## src/rtl/vae_pkg.sv

```systemverilog
// ---------------------------------------------------------------------------
// vae_pkg
//   Shared definitions for the VAE fixed-point datapath.
//   - Default sample width, Q-format fractional bits and accumulator width.
//   - clog2(): constant-function ceiling log2, usable in port/parameter math.
//   - sat_max()/sat_min(): largest/smallest signed value of a given width,
//     returned as 64-bit so callers can cast them to their own width.
// ---------------------------------------------------------------------------
package vae_pkg;

    localparam int DATA_W_DEF = 32'sd16;
    localparam int FRAC_W_DEF = 32'sd8;
    localparam int ACC_W_DEF  = 32'sd24;

    // Ceiling log2; clog2(1) == 0, clog2(16) == 4, clog2(17) == 5.
    function automatic int clog2(input int value);
        int r;
        r = 32'sd0;
        while ((32'sd1 <<< r) < value) begin
            r = r + 32'sd1;
        end
        return r;
    endfunction

    // Largest two's-complement value representable in w bits.
    function automatic longint sat_max(input int w);
        return (64'sd1 <<< (w - 32'sd1)) - 64'sd1;
    endfunction

    // Smallest two's-complement value representable in w bits.
    function automatic longint sat_min(input int w);
        return -(64'sd1 <<< (w - 32'sd1));
    endfunction

endpackage : vae_pkg

```

## src/rtl/accum_buffer_fxp_sat.sv

```systemverilog
// ---------------------------------------------------------------------------
// fxp_sat
//   Combinational reduction of a signed ACC_W value to DATA_W bits.
//   Build option (macro): ACC_SAT_EN
//     defined   : clamp to [-2^(DATA_W-1), 2^(DATA_W-1)-1], sat flags a clamp
//     undefined : keep the low DATA_W bits (wrap), sat is always 0
//   Ports:
//     din  in  ACC_W   signed value to reduce
//     dout out DATA_W  reduced value
//     sat  out 1       dout differs from din because it was clamped
// ---------------------------------------------------------------------------
module fxp_sat
    import vae_pkg::*;
#(
    parameter int ACC_W  = ACC_W_DEF,
    parameter int DATA_W = DATA_W_DEF
) (
    input  logic [ACC_W-1:0]  din,
    output logic [DATA_W-1:0] dout,
    output logic              sat
);

`ifdef ACC_SAT_EN
    localparam bit SAT_EN = 1'b1;
`else
    localparam bit SAT_EN = 1'b0;
`endif

    localparam logic signed [ACC_W-1:0] MAX_S = ACC_W'(sat_max(DATA_W));
    localparam logic signed [ACC_W-1:0] MIN_S = ACC_W'(sat_min(DATA_W));

    logic signed [ACC_W-1:0]  din_s;
    logic        [DATA_W-1:0] clamp_s;
    logic                     over_s;

    assign din_s = $signed(din);

    // Clamp candidate and overflow flag, then pick clamp or wrap by build option.
    always_comb begin
        clamp_s = din[DATA_W-1:0];
        over_s  = 1'b0;
        if (din_s > MAX_S) begin
            clamp_s = MAX_S[DATA_W-1:0];
            over_s  = 1'b1;
        end else if (din_s < MIN_S) begin
            clamp_s = MIN_S[DATA_W-1:0];
            over_s  = 1'b1;
        end else begin
            clamp_s = din[DATA_W-1:0];
            over_s  = 1'b0;
        end

        if (SAT_EN) begin
            dout = clamp_s;
            sat  = over_s;
        end else begin
            dout = din[DATA_W-1:0];
            sat  = 1'b0;
        end
    end

endmodule : fxp_sat

```

## src/rtl/accum_buffer.sv

```systemverilog
// ---------------------------------------------------------------------------
// accum_buffer
//   Accumulate-and-dump buffer: sums DEPTH signed samples from a valid/ready
//   stream and presents the sum (or mean, MEAN_MODE=1) on a registered
//   valid/ready output. Result reduction to DATA_W is done by fxp_sat, whose
//   behaviour is selected by the ACC_SAT_EN macro (clamp) or its absence (wrap).
//   Ports:
//     clk        in   rising-edge clock
//     rst        in   asynchronous active-high reset
//     clear      in   synchronous flush of the partial window
//     in_valid   in   sample valid
//     in_ready   out  sample accepted when in_valid & in_ready (combinational)
//     in_data    in   DATA_W signed sample
//     out_valid  out  result valid, held until accepted
//     out_ready  in   consumer accepts the result
//     out_data   out  DATA_W window result
//     out_sat    out  result was clipped
//     win_count  out  samples accepted in the current window
//   FRAC_W documents the Q format only; it does not affect arithmetic.
// ---------------------------------------------------------------------------
module accum_buffer
    import vae_pkg::*;
#(
    parameter int DATA_W    = DATA_W_DEF,
    parameter int FRAC_W    = FRAC_W_DEF,
    parameter int DEPTH     = 32'sd16,
    parameter int ACC_W     = ACC_W_DEF,
    parameter int MEAN_MODE = 32'sd0
) (
    input  logic                      clk,
    input  logic                      rst,
    input  logic                      clear,
    input  logic                      in_valid,
    output logic                      in_ready,
    input  logic [DATA_W-1:0]         in_data,
    output logic                      out_valid,
    input  logic                      out_ready,
    output logic [DATA_W-1:0]         out_data,
    output logic                      out_sat,
    output logic [clog2(DEPTH)-1:0]   win_count
);

    localparam int CNT_W = clog2(DEPTH);

    // Elaboration-time parameter sanity.
    if (ACC_W < DATA_W + CNT_W) begin : g_bad_acc_w
        $error("accum_buffer: ACC_W too narrow for DATA_W and DEPTH");
    end
    if ((DEPTH < 2) || (DEPTH > 256) || ((32'sd1 <<< CNT_W) != DEPTH)) begin : g_bad_depth
        $error("accum_buffer: DEPTH must be a power of two in 2..256");
    end
    if ((FRAC_W < 0) || (FRAC_W >= DATA_W)) begin : g_bad_frac_w
        $error("accum_buffer: FRAC_W must lie in 0..DATA_W-1");
    end

    logic signed [ACC_W-1:0]  acc_r;
    logic        [CNT_W-1:0]  win_count_r;
    logic                     out_valid_r;
    logic        [DATA_W-1:0] out_data_r;
    logic                     out_sat_r;

    logic signed [ACC_W-1:0]  ext_s;
    logic signed [ACC_W-1:0]  sum_s;
    logic signed [ACC_W-1:0]  scaled_s;
    logic        [DATA_W-1:0] red_data_s;
    logic                     red_sat_s;
    logic                     last_s;
    logic                     accept_s;
    logic                     load_s;

    assign ext_s  = $signed({{(ACC_W-DATA_W){in_data[DATA_W-1]}}, in_data});
    assign sum_s  = acc_r + ext_s;
    assign last_s = (win_count_r == CNT_W'(DEPTH - 1));

    // Only the closing sample stalls, and only while the previous result is
    // still held; clear blocks input so nothing is accepted then discarded.
    assign in_ready = !clear && !(last_s && out_valid_r && !out_ready);
    assign accept_s = in_valid && in_ready;
    assign load_s   = accept_s && last_s;

    // Mean mode divides by DEPTH with an arithmetic shift (floor).
    always_comb begin
        scaled_s = sum_s;
        if (MEAN_MODE != 0) begin
            scaled_s = sum_s >>> CNT_W;
        end else begin
            scaled_s = sum_s;
        end
    end

    fxp_sat #(
        .ACC_W  (ACC_W),
        .DATA_W (DATA_W)
    ) u_fxp_sat (
        .din  (scaled_s),
        .dout (red_data_s),
        .sat  (red_sat_s)
    );

    // Window state: accumulator and sample counter.
    always_ff @(posedge clk or posedge rst) begin
        if (rst) begin
            acc_r       <= '0;
            win_count_r <= '0;
        end else if (clear) begin
            acc_r       <= '0;
            win_count_r <= '0;
        end else if (accept_s) begin
            if (last_s) begin
                acc_r       <= '0;
                win_count_r <= '0;
            end else begin
                acc_r       <= sum_s;
                win_count_r <= win_count_r + CNT_W'(1'b1);
            end
        end else begin
            acc_r       <= acc_r;
            win_count_r <= win_count_r;
        end
    end

    // Output register: a new result has priority over draining the old one.
    always_ff @(posedge clk or posedge rst) begin
        if (rst) begin
            out_valid_r <= 1'b0;
            out_data_r  <= '0;
            out_sat_r   <= 1'b0;
        end else if (load_s) begin
            out_valid_r <= 1'b1;
            out_data_r  <= red_data_s;
            out_sat_r   <= red_sat_s;
        end else if (out_valid_r && out_ready) begin
            out_valid_r <= 1'b0;
            out_data_r  <= out_data_r;
            out_sat_r   <= out_sat_r;
        end else begin
            out_valid_r <= out_valid_r;
            out_data_r  <= out_data_r;
            out_sat_r   <= out_sat_r;
        end
    end

    assign out_valid = out_valid_r;
    assign out_data  = out_data_r;
    assign out_sat   = out_sat_r;
    assign win_count = win_count_r;

endmodule : accum_buffer
```

## config.mk

```make
export PLATFORM = sky130hd
export DESIGN_NAME = accum_buffer
export DESIGN_NICKNAME = d
export VERILOG_FILES = /design/src/rtl/vae_pkg.sv /design/src/rtl/accum_buffer_fxp_sat.sv /design/src/rtl/accum_buffer.sv
export SDC_FILE = /design/constraint.sdc
export NUM_CORES = 1
export LEC_CHECK = 0
export BUFFER_PORTS_ARGS = -buffer_cell sky130_fd_sc_hd__buf_2
export CAP_MARGIN = 40
export CORE_MARGIN = 1
export CORE_UTILIZATION = 48
export CTS_CLUSTER_SIZE = 30
export DETAILED_ROUTE_END_ITERATION = 12
export MAX_ROUTING_LAYER = met4
export PLACE_DENSITY = 0.68
export SLEW_MARGIN = 0
export SYNTH_ARGS = -nofsm -noshare
export SYNTH_HDL_FRONTEND = slang
export SYNTH_SLANG_ARGS = --single-unit
export TNS_END_PERCENT = 1
```

## constraint.sdc

```tcl
create_clock -name clk -period 5.01 [get_ports clk]
set_input_delay 0.7515 -clock clk [delete_from_list [all_inputs] [get_ports clk]]
set_output_delay 0.7515 -clock clk [all_outputs]
set_load 0.1 [all_outputs]
```

==> results.txt, run 1 <==
Outcome = finished, final reports clean
Vias in the first global route = 1624
Switching power = 311 uW
Cell taking the most area after synthesis = dfrtp_1
YS warnings = 0
Post-CTS Setup Bufs = 0
Initial antenna violation count = 0
Largest net degree at the start of global routing = 38
Hold WC Path Type = reg2reg
Crit-path cells = buf_2 -> ha_1 -> fa_1 -> a21oi_1 -> o21ai_0 -> a21oi_1 -> o221ai_1 -> a31oi_1 -> xnor2_1 -> mux2_2
CP max stage delay = 0.41 ns
Final min period = 2.63 ns
Chip width = 68.7 um
Post-synth EDFFs = 0
Share of the synthesized area in the top cell type = 43.3%
TritonCTS clock tree = done
Maximum clock rate = 380 MHz
Die footprint = 4720 um2
Synthesized net count = 267
Nets = 309
All-Layer GR Usage = 22.5%
Total grt overflow = 0
Avg Synthesized Cell Area = 9.33 um2
HPWL after DPL = 3.29 mm
Busiest grt layer = met2
Unrepaired setup endpoints after global routing = no
DR pass1 iterations = 4
Synth unique cells = 42
Met2 usage = 35.8%
Clock Skew = 0.00437 ns
Root Driver = clkbuf_8
Synthesis-to-finish area growth = 17.3%
Maxcap violations = 0
Critical path arrival = 2.82 ns
Final wirelength = 4.69 mm
Starting Density = 51.6%
First-pass GRT wire length = 7.39 mm
Sequential fraction of the synthesis area = 43.3%
Post-CTS resize count = 0
Top_reg_cell synth = dfrtp_1
Core Box Area = 4140 um2
Most frequent cell after synthesis = nand2_1
Pwr/cell area = 361 nW/um2
Rows = 23
Post-route design area = 2510 um2
Mapped Cells = 229
Final number of max-transition violations = 0
Antenna cells = 0
Post-synth top cells = nand2_1 (51), dfrtp_1 (37), ha_1 (16), a21oi_1 (15), a22o_1 (14)
Total CTS buffers = 5
Finished Core Util = 60.5%
CP dominant cell by count = a21oi_1
Fill cells = 392
Met3 GRT Util = 4.44%
Startpoint Class = primary input
Longest Clk Path Bufs = 2
Initial drt markers = 78
P_leak = 0.00137 uW
Min Hold Slack = 0.469 ns
Clock sinks = 37
Routed Antenna Nets = 0
Post-Syn Area = 2140 um2
Setup-failing EPs final = 0
CP max FO = 2
DP Area = 2390 um2
# IOs = 44
Comb power frac = 32.0%
Main area contributors after synthesis = dfrtp_1 (43%), ha_1 (9.4%), nand2_1 (9.0%)
WL per Instance = 14.5 um
DR vias/cell = 5.52
CP Capture Type = flop
Share of layout cells above drive strength 1 = 21.7%
Peak VDD IR = 195 uV
Flop pwr share = 37.7%
Final hold violations = 0
Headroom to the max-slew limit = 55.5%
Met1 Use GR = 28.2%
Slowest CP cell = fa_1
Setup tns final = 0 ns
#FFs+latches synth = 37
Die Span Y = 68.7 um
Hold Buf Count CTS = 0
Clock share of power = 30.3%
Vias post-DR = 1778
Remaining DRCs = 0
Period Utilization, post-route = 52.5%
Port buffer count = 42
Worst EP required = 5.20 ns
Synth async-reset ratio = 100%
Worst-margin pin slew = 0.668 ns
RePlAce Congestion = 0.862
H-tree depth = 2
Setup CP Type = in2reg
Switching Fraction = 34.3%
Clk Latency, worst-skew pair = 0.29 ns
Clock slew at reported path FFs = 0.08 ns
Pint = 595 uW
## power groups by stage
| stage | Combinational [uW] | Clock [uW] | Sequential (uW) |
|---|---|---|---|
| floorplan | 191 | 0 | 388 |
| global placement | 286 | 0 | 346 |
| detailed placement | 290 | 0 | 346 |
| CTS | 291 | 278 | 341 |
| global route | 320 | 290 | 345 |
| finish | 290 | 274 | 341 |
## layout make-up
type	instances	area (um2)	area share, %
Sequential cell	37	926	36.9
Clock inverter	1	30.0	1.20
Timing Repair Buffer	45	233	9.29
Inverter	4	15.0	0.599
Multi-Input combinational cell	178	1150	46.0
Clock buffer	7	86.3	3.44
Tap cell	50	62.6	2.50
## cells by family after synthesis
| logic type | after synthesis | share of synthesized area (%) |
|---|---|---|
| xor+xnor | 15 | 6.15 |
| buf+inv | 14 | 2.69 |
| flops | 37 | 43.3 |
| fa+ha+maj | 17 | 10.3 |
| simple gates | 84 | 17.0 |
| compound gates | 58 | 18.7 |
| mux | 3 | 1.58 |
| other cells | 1 | 0.175 |
## cell usage in the layout (no fill, tap or decap), drive strengths merged, types with 2 or more instances in the layout
| master | synthesis | routed |
|---|---|---|
| nand2 | 51 | 51 |
| buf | 3 | 45 |
| dfrtp | 37 | 37 |
| ha | 16 | 16 |
| a21oi | 15 | 15 |
| a22o | 14 | 14 |
| nor2 | 13 | 13 |
| o21ai | 11 | 11 |
| xnor2 | 10 | 10 |
| clkbuf | 7 | 7 |
| nand3 | 6 | 6 |
| xor2 | 5 | 5 |
| a21o | 5 | 5 |
| nor2b | 4 | 4 |
| inv | 4 | 4 |
| a31oi | 4 | 4 |
| mux2 | 3 | 3 |
| nand3b | 2 | 2 |
| and2 | 2 | 2 |
## flip-flops by register name, indices dropped and copies added (netlist names)
register,count
out_data,16
out_valid,1
win_count,4
acc_r,16
## metal layers
| layer | up-vias | routed length, um |
|---|---|---|
| li1 | 884 | - |
| met1 | 838 | 2210 |
| met2 | 50 | 2180 |
| met3 | 6 | 239 |
| met4 | 0 | 48 |
| met5 | - | 0 |
## critical path, delay by kind of cell
kind / cells / cell delay (ns)
AO/OA/AOI/OAI: 5 / 0.97
XOR/XNOR: 1 / 0.11
adder cells (fa/ha/maj): 2 / 0.62
buffers and inverters: 1 / 0.10
multiplexers: 1 / 0.27
## through the flow
stage               instances  setup slack, ns  total power, uW
finish                    322             2.38              905
global route              322             2.21              954
CTS                       322             2.39              910
detailed placement        314             2.08              635
global placement          313             2.13              632
floorplan                 229             1.59              579
## final timing paths
path	startpoint	slack, ns	end	depth (start not counted)
max	in_data[0]	2.38	out_data[14]$_DFFE_PP0P_	10
min	out_data[1]$_DFFE_PP0P_	0.47	out_data[1]$_DFFE_PP0P_	2
max reg2reg	acc_r[0]$_DFFE_PP0P_	2.55	out_data[14]$_DFFE_PP0P_	9
min reg2reg	out_data[1]$_DFFE_PP0P_	0.47	out_data[1]$_DFFE_PP0P_	2
max in group asynchronous	rst	4.12	acc_r[13]$_DFFE_PP0P_	3
min in group asynchronous	rst	0.55	out_data[0]$_DFFE_PP0P_	3
Power figures use the tool's default switching activity.
==> inputs of run 2 (changes only) <==
--- a/config.mk
+++ b/config.mk
@@ -12,7 +12,7 @@
 export CTS_CLUSTER_SIZE = 30
 export DETAILED_ROUTE_END_ITERATION = 12
 export MAX_ROUTING_LAYER = met4
-export PLACE_DENSITY = 0.68
+export PLACE_DENSITY = 0.71
 export SLEW_MARGIN = 0
 export SYNTH_ARGS = -nofsm -noshare
 export SYNTH_HDL_FRONTEND = slang
==> constraint.sdc (replaced) <==
create_clock -name clk -period 2.3 [get_ports clk]
set_input_delay 0.345 -clock clk [delete_from_list [all_inputs] [get_ports clk]]
set_output_delay 0.345 -clock clk [all_outputs]
set_load 0.1 [all_outputs]
==> run 2 against run 1 <==
Against the previous run: utilization up 3.4 points; critical path depth shrank 2; via count increased by 1.2%; sequential share of layout area down 1.8 points; worst hold slack worse by 0.31 ns; clock power up 68%; clock skew grew 0.0043 ns; final cell count is 4.0% higher; critical path type is now reg2reg; critical endpoint is now out_data[15]$_DFFE_PP0P_; largest cell class unchanged; largest power group unchanged.
==> results.txt, run 2 (synthesized netlist as in run 1, its figures left out) <==
Busiest grt layer = met2 (unchanged)
Met1 Use GR = 28.1% (was 28.2%)
Clk Latency, worst-skew pair = 0.28 ns (was 0.29 ns)
Unrepaired setup endpoints after global routing = yes (was no)
DR pass1 iterations = 6 (was 4)
Longest Clk Path Bufs = 2 (unchanged)
Outcome = finished, final reports clean (unchanged)
Vias in the first global route = 1778 (was 1624)
CP max FO = 3 (was 2)
DP Area = 2490 um2 (was 2390 um2)
Routed Antenna Nets = 0 (unchanged)
DR vias/cell = 5.37 (was 5.52)
P_leak = 0.00143 uW (was 0.00137 uW)
Setup tns final = 0 ns (unchanged)
Placed Instances = 327 (was 314)
Clock Skew = 0.00866 ns (was 0.00437 ns)
Met3 GRT Util = 4.93% (was 4.44%)
Post-route design area = 2650 um2 (was 2510 um2)
Setup CP Type = reg2reg (was in2reg)
Setup-failing EPs final = 0 (unchanged)
Maxcap violations = 0 (unchanged)
Initial drt markers = 39 (was 78)
Most frequent cells in the layout = nand2_1 (51), buf_2 (42), dfrtp_1 (33), buf_4 (17), ha_1 (15) (was nand2_1 (51), buf_2 (42), dfrtp_1 (37), ha_1 (16), a21oi_1 (15))
First-pass GRT wire length = 7.82 mm (was 7.39 mm)
WL per Instance = 14.0 um (was 14.5 um)
Final number of max-transition violations = 0 (unchanged)
Finished Core Util = 63.9% (was 60.5%)
Antenna cells = 0 (unchanged)
Starting Density = 51.6% (unchanged)
Peak VDD IR = 360 uV (was 195 uV)
Met2 usage = 38.1% (was 35.8%)
Share of layout cells above drive strength 1 = 31.2% (was 21.7%)
Synthesis-to-finish area growth = 23.8% (was 17.3%)
Multi-input logic area = 1210 um2 (was 1150 um2)
Initial antenna violation count = 0 (unchanged)
Die Span Y = 68.7 um (unchanged)
# IOs = 44 (unchanged)
Nets = 323 (was 309)
Pwr/cell area = 727 nW/um2 (was 361 nW/um2)
Largest net degree at the start of global routing = 38 (unchanged)
Startpoint Class = flop (was primary input)
Hold WC Path Type = in2async (was reg2reg)
Total CTS buffers = 5 (unchanged)
Total grt overflow = 0 (unchanged)
Maximum clock rate = 437 MHz
TritonCTS clock tree = done (unchanged)
Clock slew at reported path FFs = 0.08 ns (about the same)
RePlAce Congestion = 0.862 (about the same)
HPWL after DPL = 3.48 mm (was 3.29 mm)
Hold Buf Count CTS = 0 (unchanged)
Layout Cells excl Fill = 335 (was 322)
Headroom to the max-slew limit = 64.4% (was 55.5%)
Port buffer count = 42 (unchanged)
Rows = 23 (unchanged)
Final min period = 2.29 ns
Final hold violations = 0 (unchanged)
Period Utilization, post-route = 99.4%
Core Box Area = 4140 um2 (unchanged)
Root Driver = clkbuf_8 (unchanged)
Worst EP required = 2.46 ns (was 5.20 ns)
Fill cells = 366 (was 392)
CP Capture Type = flop (unchanged)
Critical path arrival = 2.44 ns (was 2.82 ns)
Die footprint = 4720 um2 (unchanged)
Leading cell type in the layout, fill and taps excluded = nand2_1 (unchanged)
Reg area = 931 um2 (was 926 um2)
Vias post-DR = 1800 (was 1778)
Final wirelength = 4.68 mm (was 4.69 mm)
Remaining DRCs = 0 (unchanged)
All-Layer GR Usage = 23.2% (was 22.5%)
Clock sinks = 37 (unchanged)
Crit path launch = acc_r[10]$_DFFE_PP0P_ (was in_data[0])
Reg2reg start = acc_r[10]$_DFFE_PP0P_ (was acc_r[0]$_DFFE_PP0P_)
H-tree depth = 2 (unchanged)
Worst-margin pin slew = 0.532 ns (was 0.668 ns)
Chip width = 68.7 um (unchanged)
[run 2: changes by cell type in the layout (fill, tap and decap cells not counted), sizes merged]
cell | before | now
buf | 45 | 59
bufinv | 1 | 0
[run 2: power breakdown]
| part | internal [uW] | switching, uW |
|---|---|---|
| Combinational | 295 | 424 |
| Clock | 238 | 223 |
| Sequential | 706 | 36.9 |
[run 2: critical path, cell delays in order, from the launching register on]
cell     delay (ns)
dfrtp_1        0.39
ha_1           0.31
and2_4         0.17
a221o_1        0.36
or3_1          0.37
o21ai_2        0.17
xnor2_2        0.16
xnor2_1        0.15
o21ai_1        0.08
[run 2: metrics by stage]
step,hold WS [ns],setup WS (ns),total power (uW)
after detailed placement,0.456,-0.208,1440
after CTS,0.175,0.0131,1910
after floorplan,0.404,0.00333,1260
final,0.159,0.0134,1920
after global placement,0.448,-0.127,1420
after global routing,0.224,-0.0263,2040
[run 2: final timing paths]
kind | depth (start not counted) | slack [ns] | to
worst min-delay path | 3 | 0.16 | acc_r[12]$_DFFE_PP0P_
worst max register to register | 8 | 0.01 | out_data[15]$_DFFE_PP0P_
max in group asynchronous | 3 | 1.79 | win_count[1]$_DFFE_PP0P_
worst min register to register | 2 | 0.46 | out_data[5]$_DFFE_PP0P_
worst max-delay path | 8 | 0.01 | out_data[15]$_DFFE_PP0P_
min in group clk | 2 | 0.31 | win_count[1]$_DFFE_PP0P_
[run 2: cell type report]
type	instances	share of cell area, %
inverter	4	0.567
clock buffer	7	3.26
timing repair buffer	59	12.8
multi-input combinational	178	45.9
tap	50	2.36
sequential	37	35.2
[run 2: per-layer routing]
metal | part of all wire, % | routed length, um | vias up
met2 | 47 | 2200 | 45
met5 | 0 | 0 | -
li1 | - | - | 911
met4 | 1.4 | 65 | 0
met3 | 4.2 | 198 | 8
met1 | 47 | 2220 | 836
[run 2: timing repair]
item	4_1_cts	5_1_grt
buffers inserted	1	0
gates resized for setup	5	10
setup endpoints to repair	7	8
pin swaps	2	5
gates cloned	0	0
==> inputs of run 3 (changes only) <==
--- a/config.mk
+++ b/config.mk
@@ -12,9 +12,10 @@
 export CTS_CLUSTER_SIZE = 30
 export DETAILED_ROUTE_END_ITERATION = 12
 export MAX_ROUTING_LAYER = met4
-export PLACE_DENSITY = 0.71
+export PLACE_DENSITY = 0.68
 export SLEW_MARGIN = 0
 export SYNTH_ARGS = -nofsm -noshare
 export SYNTH_HDL_FRONTEND = slang
+export SYNTH_HIERARCHICAL = 1
 export SYNTH_SLANG_ARGS = --single-unit
 export TNS_END_PERCENT = 1
==> run 3 against run 2 <==
Against the previous run: power increased by 18%; global-route usage decreased by 2.5 points; utilization decreased by 1.4 points; area after synthesis increased by 9.1%; final cell count decreased by 8.1%; die area increased by 8.8%; maximum frequency increased by 0.12%; critical endpoint is now out_data[14]$_DFFE_PP0P_; non-clock buffer count decreased by 1; largest cell class unchanged.
==> results.txt, run 3 <==
Final wirelength = 4.59 mm (was 4.68 mm)
CP Capture Type = flop (unchanged)
Clock slew at reported path FFs = 0.08 ns (about the same)
Peak VDD IR = 408 uV (was 360 uV)
YS warnings = 6 (was 0)
# IOs = 44 (unchanged)
Final number of max-transition violations = 0 (unchanged)
Pre-CTS setup slack = -0.139 ns (was -0.208 ns)
Unrepaired setup endpoints after global routing = yes (unchanged)
Synthesized net count = 256 (was 267)
Setup CP Type = reg2reg (unchanged)
Total grt overflow = 0 (unchanged)
Hold WC Path Type = in2async (unchanged)
Crit path launch = acc_r[0]$_DFFE_PP0P_ (was acc_r[10]$_DFFE_PP0P_)
RePlAce Congestion = 0.789 (was 0.862)
CP max FO = 3 (unchanged)
Initial drt markers = 71 (was 39)
P_leak = 0.00148 uW (was 0.00143 uW)
Setup-failing EPs final = 0 (unchanged)
Post-Syn Area = 2330 um2 (was 2140 um2)
Avg Synthesized Cell Area = 10.7 um2 (was 9.33 um2)
Leading cell type in the layout, fill and taps excluded = buf_2 (was nand2_1)
Vias post-DR = 1682 (was 1800)
Antenna cells = 0 (unchanged)
Most frequent cells in the layout = buf_2 (43), dfrtp_1 (33), ha_1 (16), buf_4 (15), a22o_1 (14) (was nand2_1 (51), buf_2 (42), dfrtp_1 (33), buf_4 (17), ha_1 (15))
Clock sinks = 38 (was 37)
Nets = 294 (was 323)
Worst-margin pin slew = 0.644 ns (was 0.532 ns)
Maxcap violations = 0 (unchanged)
Core Box Area = 4500 um2 (was 4140 um2)
Reg area = 962 um2 (was 931 um2)
WL per Instance = 14.9 um (was 14.0 um)
Headroom to the max-slew limit = 57.0% (was 64.4%)
Starting Density = 51.8% (was 51.6%)
Mapped Cells = 217 (was 229)
Period Utilization, post-route = 99.3% (was 99.4%)
All-Layer GR Usage = 20.7% (was 23.2%)
Largest net degree at the start of global routing = 23 (was 38)
Share of layout cells above drive strength 1 = 41.0% (was 31.2%)
Remaining DRCs = 0 (unchanged)
Worst EP required = 2.48 ns (was 2.46 ns)
Routed Antenna Nets = 0 (unchanged)
Die Span Y = 71.7 um (was 68.7 um)
Maximum clock rate = 438 MHz (was 437 MHz)
Synthesis-to-finish area growth = 20.7% (was 23.8%)
Longest Clk Path Bufs = 2 (unchanged)
Reg2reg start = acc_r[0]$_DFFE_PP0P_ (was acc_r[10]$_DFFE_PP0P_)
Startpoint Class = flop (unchanged)
Pwr/cell area = 804 nW/um2 (was 727 nW/um2)
Total CTS buffers = 5 (unchanged)
DR vias/cell = 5.46 (was 5.37)
Clk Latency, worst-skew pair = 0.29 ns (was 0.28 ns)
Vias in the first global route = 1721 (was 1778)
Rows = 24 (was 23)
H-tree depth = 2 (unchanged)
First-pass GRT wire length = 7.99 mm (was 7.82 mm)
Critical path arrival = 2.46 ns (was 2.44 ns)
HPWL after DPL = 3.34 mm (was 3.48 mm)
Outcome = finished, final reports clean (unchanged)
Fill cells = 383 (was 366)
Final hold violations = 0 (unchanged)
TritonCTS clock tree = done (unchanged)
Finished Core Util = 62.5% (was 63.9%)
Root Driver = clkbuf_8 (unchanged)
Clock Skew = 0.00715 ns (was 0.00866 ns)
Final min period = 2.28 ns (was 2.29 ns)
Chip width = 71.7 um (was 68.7 um)
DR pass1 iterations = 4 (was 6)
Initial antenna violation count = 0 (unchanged)
Multi-input logic area = 1290 um2 (was 1210 um2)
Final Worst Setup Slack = 0.0161 ns (was 0.0134 ns)
Port buffer count = 43 (was 42)
Die footprint = 5140 um2 (was 4720 um2)
-- run 3: path summary, 6_finish.rpt --
check / end / slack [ns] / cells past startpoint
max: out_data[14]$_DFFE_PP0P_ / 0.02 / 11
min: out_data[1]$_DFFE_PP0P_ / 0.13 / 2
max reg2reg: out_data[14]$_DFFE_PP0P_ / 0.02 / 11
min reg2reg: win_count[3]$_DFFE_PP0P_ / 0.50 / 1
max in group asynchronous: acc_r[12]$_DFFE_PP0P_ / 1.44 / 3
min in group clk: win_count[2]$_DFFE_PP0P_ / 0.31 / 2
-- run 3: repair_timing --
item,CTS,global route
hold buffers,0,0
pin swaps,2,4
setup buffers,1,1
gates cloned,0,0
resized for setup,2,6
setup endpoints to repair,3,10
-- run 3: worst max-delay path: stages (launching register included) --
cell and delay, ns:
dfrtp_1 0.38, ha_1 0.19, inv_1 0.08, fa_2 0.20, nand2b_4 0.14, a21oi_4 0.07
o211a_4 0.26, o311ai_4 0.25, nand2_2 0.09, a21oi_2 0.17, xnor2_1 0.08, mux2_2 0.25
-- run 3: metal layers --
metal	GRT usage, %	up-vias	share of wire (%)
li1	-	827	-
met4	7.84	0	1.5
met3	4.64	6	4.2
met1	26.7	816	50
met2	31.8	33	44
met5	-	-	0
-- run 3: power by group --
part,switching [uW],internal (uW),leakage [uW],total (uW)
Clock,241,463,0.0000714,704
Combinational,436,346,0.000903,782
Sequential,43.3,734,0.000509,777
Total,720,1540,0.00148,2260
-- run 3: layout make-up --
class / instances / share of cell area [%]
multi-input cells: 144 / 45.7
flip-flops and latches: 38 / 34.2
repair buffers: 58 / 11.6
clock buffers: 6 / 2.93
well taps: 52 / 2.31
clock inverters: 2 / 2.13
inverters: 8 / 1.07
-- run 3: through the flow --
step	cells	power (uW)	cell area, um2	hold slack [ns]	TNS [ns]
6_report	308	2260	2810	0.127	0
4_1_cts	307	2270	2780	0.151	0
3_5_place_dp	298	1530	2620	0.473	-0.366
3_3_place_gp	298	1520	2620	0.473	-0.228
5_1_grt	308	2390	2810	0.191	-0.455
2_1_floorplan	217	1530	2420	0.408	-6.41
